$ cat src/rtl/pokey_keypad_scanner.sv
// -----------------------------------------------------------------------------
// pokey_keypad_scanner
//
// Keypad scan sequencer for the POKEY IO section. A 4-bit scan index steps
// once every DWELL cycles. Its inverse drives the column demux ([3:2]) and the
// row mux select ([1:0]). The muxed row return is sampled once per scan
// position, on the last dwell cycle. A four-state machine turns those samples
// into an accepted keycode, a one-cycle acceptance pulse and a key-down status.
//
// Parameters
//   DWELL        clk179 cycles spent at each scan position (must be >= 2)
//
// Ports
//   clk179       in   1  system clock, rising edge
//   rst_L        in   1  synchronous active-low reset
//   scan_en      in   1  keyboard scan enable (SKCTL[1])
//   debounce_en  in   1  debounce enable (SKCTL[0])
//   kr1_L        in   1  muxed row return, 0 = key at current position pressed
//   key_scan_L   out  4  inverted scan index
//   keycode      out  4  scan index of the last accepted key
//   key_pending  out  1  one-cycle pulse on key acceptance
//   key_down     out  1  high while the accepted key is held
// -----------------------------------------------------------------------------
module pokey_keypad_scanner #(
   parameter int unsigned DWELL = 114
) (
   input  logic       clk179,
   input  logic       rst_L,
   input  logic       scan_en,
   input  logic       debounce_en,
   input  logic       kr1_L,
   output logic [3:0] key_scan_L,
   output logic [3:0] keycode,
   output logic       key_pending,
   output logic       key_down
);

   localparam int unsigned CNT_W = (DWELL > 2) ? $clog2(DWELL) : 1;
   localparam logic [CNT_W-1:0] DWELL_LAST = CNT_W'(DWELL - 1);

   typedef enum logic [1:0] {
      ST_IDLE,
      ST_CONFIRM,
      ST_HELD,
      ST_RELEASE
   } state_t;

   logic [CNT_W-1:0] dwell_q, dwell_d;
   logic [3:0]       idx_q, idx_d;
   state_t           state_q, state_d;
   logic [3:0]       cand_q, cand_d;
   logic [3:0]       keycode_q, keycode_d;
   logic             pend_q, pend_d;
   logic             down_q, down_d;

   logic             sample;
   logic             pressed;

   // ---------------------------------------------------------------------------
   // Scan counter and debounce state machine, next-state logic
   // ---------------------------------------------------------------------------
   always_comb begin
      sample    = (dwell_q == DWELL_LAST);
      pressed   = ~kr1_L;

      dwell_d   = dwell_q + 1'b1;
      idx_d     = idx_q;
      state_d   = state_q;
      cand_d    = cand_q;
      keycode_d = keycode_q;
      pend_d    = 1'b0;

      if (sample) begin
         dwell_d = '0;
         idx_d   = idx_q + 4'd1;

         case (state_q)
            ST_IDLE: begin
               // Positions are visited in order, so the first pressed one wins.
               if (pressed) begin
                  if (debounce_en) begin
                     cand_d  = idx_q;
                     state_d = ST_CONFIRM;
                  end else begin
                     keycode_d = idx_q;
                     pend_d    = 1'b1;
                     state_d   = ST_HELD;
                  end
               end
            end

            ST_CONFIRM: begin
               // A full pass later the same position must still read pressed.
               if (idx_q == cand_q) begin
                  if (pressed) begin
                     keycode_d = cand_q;
                     pend_d    = 1'b1;
                     state_d   = ST_HELD;
                  end else begin
                     state_d = ST_IDLE;
                  end
               end
            end

            ST_HELD: begin
               if ((idx_q == keycode_q) && !pressed) begin
                  state_d = debounce_en ? ST_RELEASE : ST_IDLE;
               end
            end

            ST_RELEASE: begin
               // Re-press returns to HELD without a second acceptance pulse.
               if (idx_q == keycode_q) begin
                  state_d = pressed ? ST_HELD : ST_IDLE;
               end
            end

            default: state_d = ST_IDLE;
         endcase
      end

      down_d = (state_d == ST_HELD) || (state_d == ST_RELEASE);
   end

   // ---------------------------------------------------------------------------
   // State registers
   // ---------------------------------------------------------------------------
   always_ff @(posedge clk179) begin
      if (!rst_L) begin
         dwell_q   <= '0;
         idx_q     <= '0;
         state_q   <= ST_IDLE;
         cand_q    <= '0;
         keycode_q <= '0;
         pend_q    <= 1'b0;
         down_q    <= 1'b0;
      end else if (!scan_en) begin
         // Disabling freezes the scanner but keeps the last accepted keycode.
         dwell_q   <= '0;
         idx_q     <= '0;
         state_q   <= ST_IDLE;
         cand_q    <= '0;
         pend_q    <= 1'b0;
         down_q    <= 1'b0;
      end else begin
         dwell_q   <= dwell_d;
         idx_q     <= idx_d;
         state_q   <= state_d;
         cand_q    <= cand_d;
         keycode_q <= keycode_d;
         pend_q    <= pend_d;
         down_q    <= down_d;
      end
   end

   assign key_scan_L  = ~idx_q;
   assign keycode     = keycode_q;
   assign key_pending = pend_q;
   assign key_down    = down_q;

endmodule

$ cat config.mk
export PLATFORM = sky130hd
export DESIGN_NAME = pokey_keypad_scanner
export DESIGN_NICKNAME = d
export VERILOG_FILES = /design/src/rtl/pokey_keypad_scanner.sv
export SDC_FILE = /design/constraint.sdc
export NUM_CORES = 1
export LEC_CHECK = 0
export CAP_MARGIN = 20
export CORE_UTILIZATION = 53
export CTS_CLUSTER_DIAMETER = 150
export CTS_CLUSTER_SIZE = 30
export DETAILED_ROUTE_END_ITERATION = 8
export PLACE_DENSITY = 0.77
export SYNTH_ARGS = -nofsm -noshare
export SYNTH_HDL_FRONTEND = slang
export SYNTH_SLANG_ARGS = --single-unit
$ cat constraint.sdc
create_clock -name clk179 -period 5.2 [get_ports clk179]
set_input_delay 1.04 -clock clk179 [delete_from_list [all_inputs] [get_ports clk179]]
set_output_delay 1.04 -clock clk179 [all_outputs]
set_load 0.005 [all_outputs]
Yosys cells after proc, flatten, opt, wreduce, memory -nomap -nowiden
Index checks and enable logic that the tools add are counted.
- register bits after elaboration: 23
- latch bits: 0
- bits in writable memories: 0
- bits in read-only memories: 0
- input bits: 5
- output and inout port bits: 10
- memories: 0
- add/sub/neg operators: 2
- multiply operators: 0
- div/mod/pow operators: 0
- order comparisons: 0
- equality and inequality tests: 12
- shifts and indexed selects: 0
- mux-type cells: 19
- bitwise operators: 4
- reductions and logical operators: 9
- operator list (kind ; count):
    2-bit 2-to-1 mux ; 8
    4-bit 2-to-1 mux ; 4
    2-bit == test (second input constant) ; 4
    4-bit == test ; 2
    2-bit != test (second input constant) ; 4
    2-bit one-hot mux with 4 select lines ; 1
    4-bit one-hot mux with 2 select lines ; 1
    7-bit by 1-bit adder with 7-bit output (second input constant) ; 1
    7-bit == test (second input constant) ; 1
    7-bit AND reduction ; 1
    4-bit by 1-bit adder with 4-bit output (second input constant) ; 1
    1-bit 2-to-1 mux ; 4
    4-bit inverter ; 1
    4-bit AND reduction ; 1
    1-bit inverter ; 3
    3-bit AND reduction ; 1
    3-bit OR reduction ; 1
    2-bit by 1-bit == test with 1-bit output (second input constant) ; 1
    2-bit zero test ; 1
    1-bit one-hot mux with 2 select lines ; 1
    2-bit AND reduction ; 1
    2-bit nonzero test ; 1
    1-bit logical AND ; 1
    1-bit logical OR ; 1

Longest topological paths before layout
Gate-level depths: netlist of run 1.
- depth in word-level cells: 7
- mapped depth: 6

Worst setup path after synthesis of run 1
No wires, ideal clock.
- path type: input -> register
- from: input port kr1_L
- to: register keycode_q[0], in the netlist keycode[0]
- library setup time: 0.122 ns
- data arrival time: 1.788 ns
- slack: 3.290 ns
- stages: 3
- buffers on the path: 0
- path through: nor2_1 > nand3_1 > o311a_1
- cells in the longest elaborated chain, start to end: 2
- elaborated cells on any way between the ends: 3
- classes of those cells: 2 x eq/ne; 1 x reduce/logical
- RTL lines (what ; RTL line ; source):
    from (decl) ; 31 ; input logic kr1_L,
    2-bit != test (no line) ; n/a ;
    7-bit AND reduction (no line) (*) ; n/a ;
    to (signal assigned) ; 150 ; keycode_q <= keycode_d;
    to (decl) ; 52 ; logic [3:0] keycode_q, keycode_d;
Every way passes the cells marked *; elsewhere a longest branch is shown, timed or not.
A chain may end at the register's enable or synchronous reset.

Worst setup path in the final report of run 1
- from: register idx_q[0]
- to: output port key_scan_L[0]
- cells in the longest elaborated chain, start to end: 1
- RTL lines (what ; RTL line ; source):
    from (decl) ; 49 ; logic [3:0] idx_q, idx_d;
    from (signal assigned) ; 147 ; idx_q <= idx_d;
    4-bit inverter ; 156 ; assign key_scan_L = ~idx_q;
    to (decl) ; 32 ; output logic [3:0] key_scan_L,
No other way between the ends.

==> flow_metrics.env, run 1 <==
export IMPL_post_cts_buffers=0
export IMPL_hpwl_microns=1830
export IMPL_io_pins=15
export IMPL_worst_pin_slew_ns=0.521
export IMPL_maxCapViolCount=0
export IMPL_grt_ovfl_total=0
export IMPL_pre_cts_slack_ns=2.67
export IMPL_cts_made_buffers=3
export IMPL_clk_pin_slew_ns=0.14
export IMPL_clk_path_buf_depth=2
export IMPL_hold_buffers=0
export IMPL_routed_wl_microns=2410
export IMPL_hold_violations=0
export IMPL_drt_iter0_markers=19
export IMPL_n_antenna_cell=0
export IMPL_clock_skew_ns=0.0120
export IMPL_drt_pass1_iter_count=4
export IMPL_layout_drive_gt1_share=0.0909
export IMPL_slowest_delay_ns=0.59
export IMPL_ys_warn_count=0
export IMPL_worst_setup_path_end_kind="output pin"
export IMPL_fmax_ghz=0.395
export IMPL_route_antenna_remaining_nets=0
export IMPL_gp_congestion=0.851
export IMPL_grt_usage=0.216
export IMPL_ir_drop_v=0.000149
export IMPL_cts_resized=0
export IMPL_drv_slew=0
export IMPL_nets=152
export IMPL_synth_edff_count=0
export IMPL_worst_slack_ns=2.67
export IMPL_crit_slowest_cell="dfxtp_1"
export IMPL_vias=975
export IMPL_crit_type="reg -> out"
export IMPL_synthesis_area_sq_um=1170
export IMPL_synth_compound_area_share=0.153
export IMPL_status="complete, no violations"
export IMPL_synthMuxAreaShare=0.0427
export IMPL_avgSynthCellArea_sq_um=9.15
export IMPL_yosysUniqueCellTypes=32
export IMPL_port_buffers=14
export IMPL_startpoint_type="flip-flop"
export IMPL_ys_seq_elements=23
export IMPL_row_count=16
export IMPL_slew_headroom=0.651
export IMPL_power_density_nw_per_um2=205
export IMPL_hold_path_class="reg -> reg"
export IMPL_cts_root_buffer="clkbuf_4"
export IMPL_grt_pass1_wl_microns=3950
export IMPL_grt_max_degree=15
export IMPL_arrival_ns=1.49
export IMPL_ys_dominant_reg_cell="dfxtp_1"
export IMPL_synthCells=128
export IMPL_critPathMaxFanout=7
export IMPL_core_region_area_sq_um=2020
export IMPL_htree_levels=1
export IMPL_fp_dieArea_sq_um=2400
export IMPL_tns_ns=0
export IMPL_p_leak_nw=0.522
export IMPL_ys_async_sr_fraction=0
export IMPL_synth_fp_nets=136
export IMPL_clk_latency_ns=0.32
export IMPL_die_width_microns=49.0
export IMPL_cts_tree="yes"
export IMPL_rsz0062_at_grt="false"
export IMPL_first_global_vias=877
export IMPL_post_route_period_util=0.486
export IMPL_area_growth_pct=15.2
export IMPL_synth_top_family_by_area="simple AND/OR/NAND/NOR gates"
export IMPL_die_h_microns=49.0
export IMPL_antenna_found_initial=0
export IMPL_drc=0
export IMPL_wl_per_cell_microns=14.2
export IMPL_synth_fa_ha_area_frac=0.0321
export IMPL_fin_util=0.667
export IMPL_synthSimpleGateAreaFrac=0.222
export IMPL_via_per_inst=5.74
export IMPL_initial_core_util=0.579
export IMPL_worstPathRequired_ns=4.16
export IMPL_holdWs_ns=0.489
export IMPL_fin_crit_ns=2.53
export IMPL_cp_cell_sequence="inv_1 > clkdlybuf4s50_1"
export IMPL_yosysSeqAreaShare=0.393
export IMPL_cts_sinks=23
export IMPL_setup_viol=0
export IMPL_synth_xor_area_frac=0.119
layout by cell type (no fill, tap or decap), types with 2 or more instances in the layout:
cell              n
inv_1             5
a31o_2            4
ha_1              3
clkbuf_4          3
nand2_1           7
a21oi_1           7
o22ai_1           2
nand3_1           7
o311a_1           4
nor2_1           22
and2_1            2
nor3_1            2
xor2_1            5
clkdlybuf4s50_1  14
nand4_1           3
xnor2_1           9
dfxtp_1          23
nand2b_1          2
mux2i_1           5
cells by family (layout without fill, tap and decap cells):
family | after synthesis | after routing
AOI/OAI and AO/OA | 22 | 22
xor gates and xnor gates | 15 | 15
adders and majority gates | 3 | 3
buffers and inverters | 8 | 23
DFF | 23 | 23
muxes | 5 | 5
and+or+nand+nor | 52 | 52
where the power goes:
part	total, mW	internal [mW]	switching (mW)
Clock	0.0865	0.0294	0.0571
Combinational	0.0118	0.00461	0.00716
Sequential	0.178	0.177	0.000667
synth_stat cells (3+ instances only):
cell,number,area share
dfxtp_1,23,0.39
mux2i_1,5,0.043
xor2_1,5,0.037
nor2_1,22,0.071
nand2_1,7,0.022
inv_1,5,0.016
nand3_1,7,0.030
nand4_1,3,0.016
a21oi_1,7,0.030
o311a_1,4,0.034
ha_1,3,0.032
a31o_2,4,0.030
xnor2_1,9,0.067
metrics by stage:
step / area [sq um] / power [mW] / instances
global route: 1350 / 0.285 / 170
CTS: 1350 / 0.278 / 170
global placement: 1320 / 0.193 / 166
finish: 1350 / 0.276 / 170
floorplan: 1170 / 0.187 / 128
detailed placement: 1320 / 0.193 / 166
routing by layer:
layer	GRT usage	vias to the layer above	share of wire
met1	0.301	459	0.48
li1	-	480	-
met3	0.0280	5	0.065
met2	0.343	31	0.44
met4	0.0735	0	0.016
met5	0	-	0
layout make-up:
type	instances	area, sq um
inverter	5	18.8
clock inverter	1	7.51
tap	27	33.8
clock buffer	3	22.5
sequential	23	460
multi-input combinational	97	666
timing repair buffer	14	140
fill	180	673
worst max-delay path, delay by kind of cell (launching register included):
family | cells | cell delay, ns
flip-flops | 1 | 0.59
buffers and inverters | 2 | 0.58
flip-flops by register name, indices dropped and copies added (netlist names):
register	cells
dwell_q	7
key_pending	1
state_q	2
keycode	4
cand_q	4
key_down	1
idx_q	4
final timing paths:
kind                    startpoint                 endpoint  slack, ns  depth (start not counted)
max          idx_q[0]$_SDFFE_PN0N_            key_scan_L[0]       2.67                          2
min          dwell_q[0]$_SDFF_PP0_    dwell_q[0]$_SDFF_PP0_       0.49                          1
max reg2reg  dwell_q[0]$_SDFF_PP0_  keycode[2]$_SDFFE_PN0P_       3.26                          5
min reg2reg  dwell_q[0]$_SDFF_PP0_    dwell_q[0]$_SDFF_PP0_       0.49                          1
Power figures use the tool's default switching activity.
==> run 2: changes to the inputs <==
clock period = 2.55 ns   (was 5.2 ns; I/O delays follow)
==> run 2 against run 1 <==
Net effect:
- design area grew 0.37%
- routed wire length grew 0.21%
- core utilization grew 0.25 points
==> flow_metrics.env, run 2 (synthesized netlist as in run 1, its figures left out) <==
export IMPL_r2r_start="idx_q[0]$_SDFFE_PN0N_"
export IMPL_post_cts_buffers=0
export IMPL_top_register="dwell_q"
export IMPL_worst_slack_ns=0.575
export IMPL_setup_viol=0
export IMPL_clock_skew_ns=0.00409
export IMPL_rsz0062_at_grt="false"
export IMPL_drt_pass1_iter_count=4
export IMPL_finalNonFillerCells=171
export IMPL_area_growth_pct=15.6
export IMPL_grt_max_degree=14
export IMPL_fp_dieArea_sq_um=2400
export IMPL_layout_drive_gt1_share=0.0972
export IMPL_die_width_microns=49.0
export IMPL_maxCapViolCount=0
export IMPL_grt_busiest_layer="met1"
export IMPL_grt_pass1_wl_microns=4130
export IMPL_status="complete, no violations"
export IMPL_grt_ovfl_total=0
export IMPL_r2r_slack_ns=0.65
export IMPL_worst_pin_slew_ns=0.508
export IMPL_worstPathRequired_ns=2.04
export IMPL_hold_buffers=0
export IMPL_cts_root_buffer="clkbuf_4"
export IMPL_io_pins=15
export IMPL_cts_tree="yes"
export IMPL_post_route_period_util=0.774
export IMPL_via_per_inst=5.51
export IMPL_grt_usage=0.227
export IMPL_slew_headroom=0.660
export IMPL_drv_slew=0
export IMPL_cts_sinks=23
export IMPL_pre_cts_slack_ns=0.578
export IMPL_fin_crit_ns=1.97
export IMPL_clk_pin_slew_ns=0.13
export IMPL_core_region_area_sq_um=2020
export IMPL_layout_commonest_cell="dfxtp_1"
export IMPL_n_antenna_cell=0
export IMPL_grt_met1_usage=0.334
export IMPL_critPathLaunch="idx_q[0]$_SDFFE_PN0N_"
export IMPL_largest_register_ffs=7
export IMPL_drt_iter0_markers=34
export IMPL_hold_path_class="reg -> reg"
export IMPL_ir_drop_v=0.000389
export IMPL_die_h_microns=49.0
export IMPL_dp_cells=167
export IMPL_critPathMaxFanout=7
export IMPL_p_leak_nw=0.531
export IMPL_route_antenna_remaining_nets=0
export IMPL_reg2reg_to="keycode[2]$_SDFFE_PN0P_"
export IMPL_wl_per_cell_microns=14.1
export IMPL_groute_layer_met3_usage=0.0530
export IMPL_arrival_ns=1.46
export IMPL_cts_resized=0
export IMPL_tns_ns=0
export IMPL_mostFrequentLayoutCells="23 x dfxtp_1, 22 x nor2_1, 14 x clkdlybuf4s50_1, 9 x xnor2_1"
export IMPL_fin_util=0.670
export IMPL_row_count=16
export IMPL_hold_violations=0
export IMPL_worst_setup_path_end_kind="output pin"
export IMPL_antenna_found_initial=0
export IMPL_hpwl_microns=1800
export IMPL_endpoint="key_scan_L[0]"
export IMPL_routed_wl_microns=2420
export IMPL_grt_use_met2=0.329
export IMPL_drc=0
export IMPL_rr_worst_depth=4
export IMPL_crit_type="reg -> out"
export IMPL_initial_core_util=0.579
export IMPL_htree_levels=1
export IMPL_finalPower_mw=0.560
export IMPL_startpoint_type="flip-flop"
export IMPL_cts_made_buffers=3
export IMPL_power_density_nw_per_um2=414
export IMPL_vias=942
export IMPL_fill_cells=172
export IMPL_clk_path_buf_depth=2
export IMPL_fmax_ghz=0.506
export IMPL_first_global_vias=849
export IMPL_gp_congestion=0.852
export IMPL_clk_latency_ns=0.32
export IMPL_nets=153
export IMPL_port_buffers=14
-- run 2: cell types whose count changed in the layout (fill, tap and decap cells not counted) --
| cell | before | now |
|---|---|---|
| clkinvlp_4 | 1 | 0 |
| clkinv_2 | 0 | 1 |
| buf_4 | 0 | 1 |
-- run 2: power breakdown --
part / switching, mW / total [mW] / internal, mW / leakage (nW)
registers: 0.00138 / 0.362 / 0.361 / 0.185
logic: 0.0146 / 0.0240 / 0.00940 / 0.328
clock network: 0.115 / 0.174 / 0.0588 / 0.0177
-- run 2: final cells by class --
cell class	instances	area, sq um	share of cell area
Clock buffer	3	22.5	0.0166
Timing Repair Buffer	15	148	0.109
Clock inverter	1	5.00	0.00370
Tap cell	27	33.8	0.0250
Multi-Input combinational cell	97	666	0.492
Inverter	5	18.8	0.0139
Sequential cell	23	460	0.340
-- run 2: worst min-delay path by stage --
stage               cells past startpoint                    end                   from  slack (ns)
global placement                        1  dwell_q[0]$_SDFF_PP0_  dwell_q[0]$_SDFF_PP0_        0.45
detailed placement                      1  dwell_q[0]$_SDFF_PP0_  dwell_q[0]$_SDFF_PP0_        0.46
global route                            1  dwell_q[0]$_SDFF_PP0_  dwell_q[0]$_SDFF_PP0_        0.52
floorplan                               1  dwell_q[0]$_SDFF_PP0_  dwell_q[0]$_SDFF_PP0_        0.43
CTS                                     1  dwell_q[0]$_SDFF_PP0_  dwell_q[0]$_SDFF_PP0_        0.49
finish                                  1  dwell_q[0]$_SDFF_PP0_  dwell_q[0]$_SDFF_PP0_        0.49
-- run 2: layer usage --
layer,vias to the layer above,wire [microns],share of wire
met5,-,0,0
met2,19,1030,0.42
li1,482,-,-
met4,0,31,0.013
met3,5,114,0.047
met1,436,1250,0.52
-- run 2: stage by stage --
stage / hold WS [ns] / cell area, sq um
floorplan: 0.434 / 1170
global placement: 0.447 / 1330
detailed placement: 0.460 / 1330
CTS: 0.491 / 1350
global route: 0.521 / 1350
finish: 0.488 / 1350
-- run 2: critical path: stages, from the launching register on --
cell and delay, ns:
dfxtp_1 0.58, inv_1 0.10, clkdlybuf4s50_1 0.47
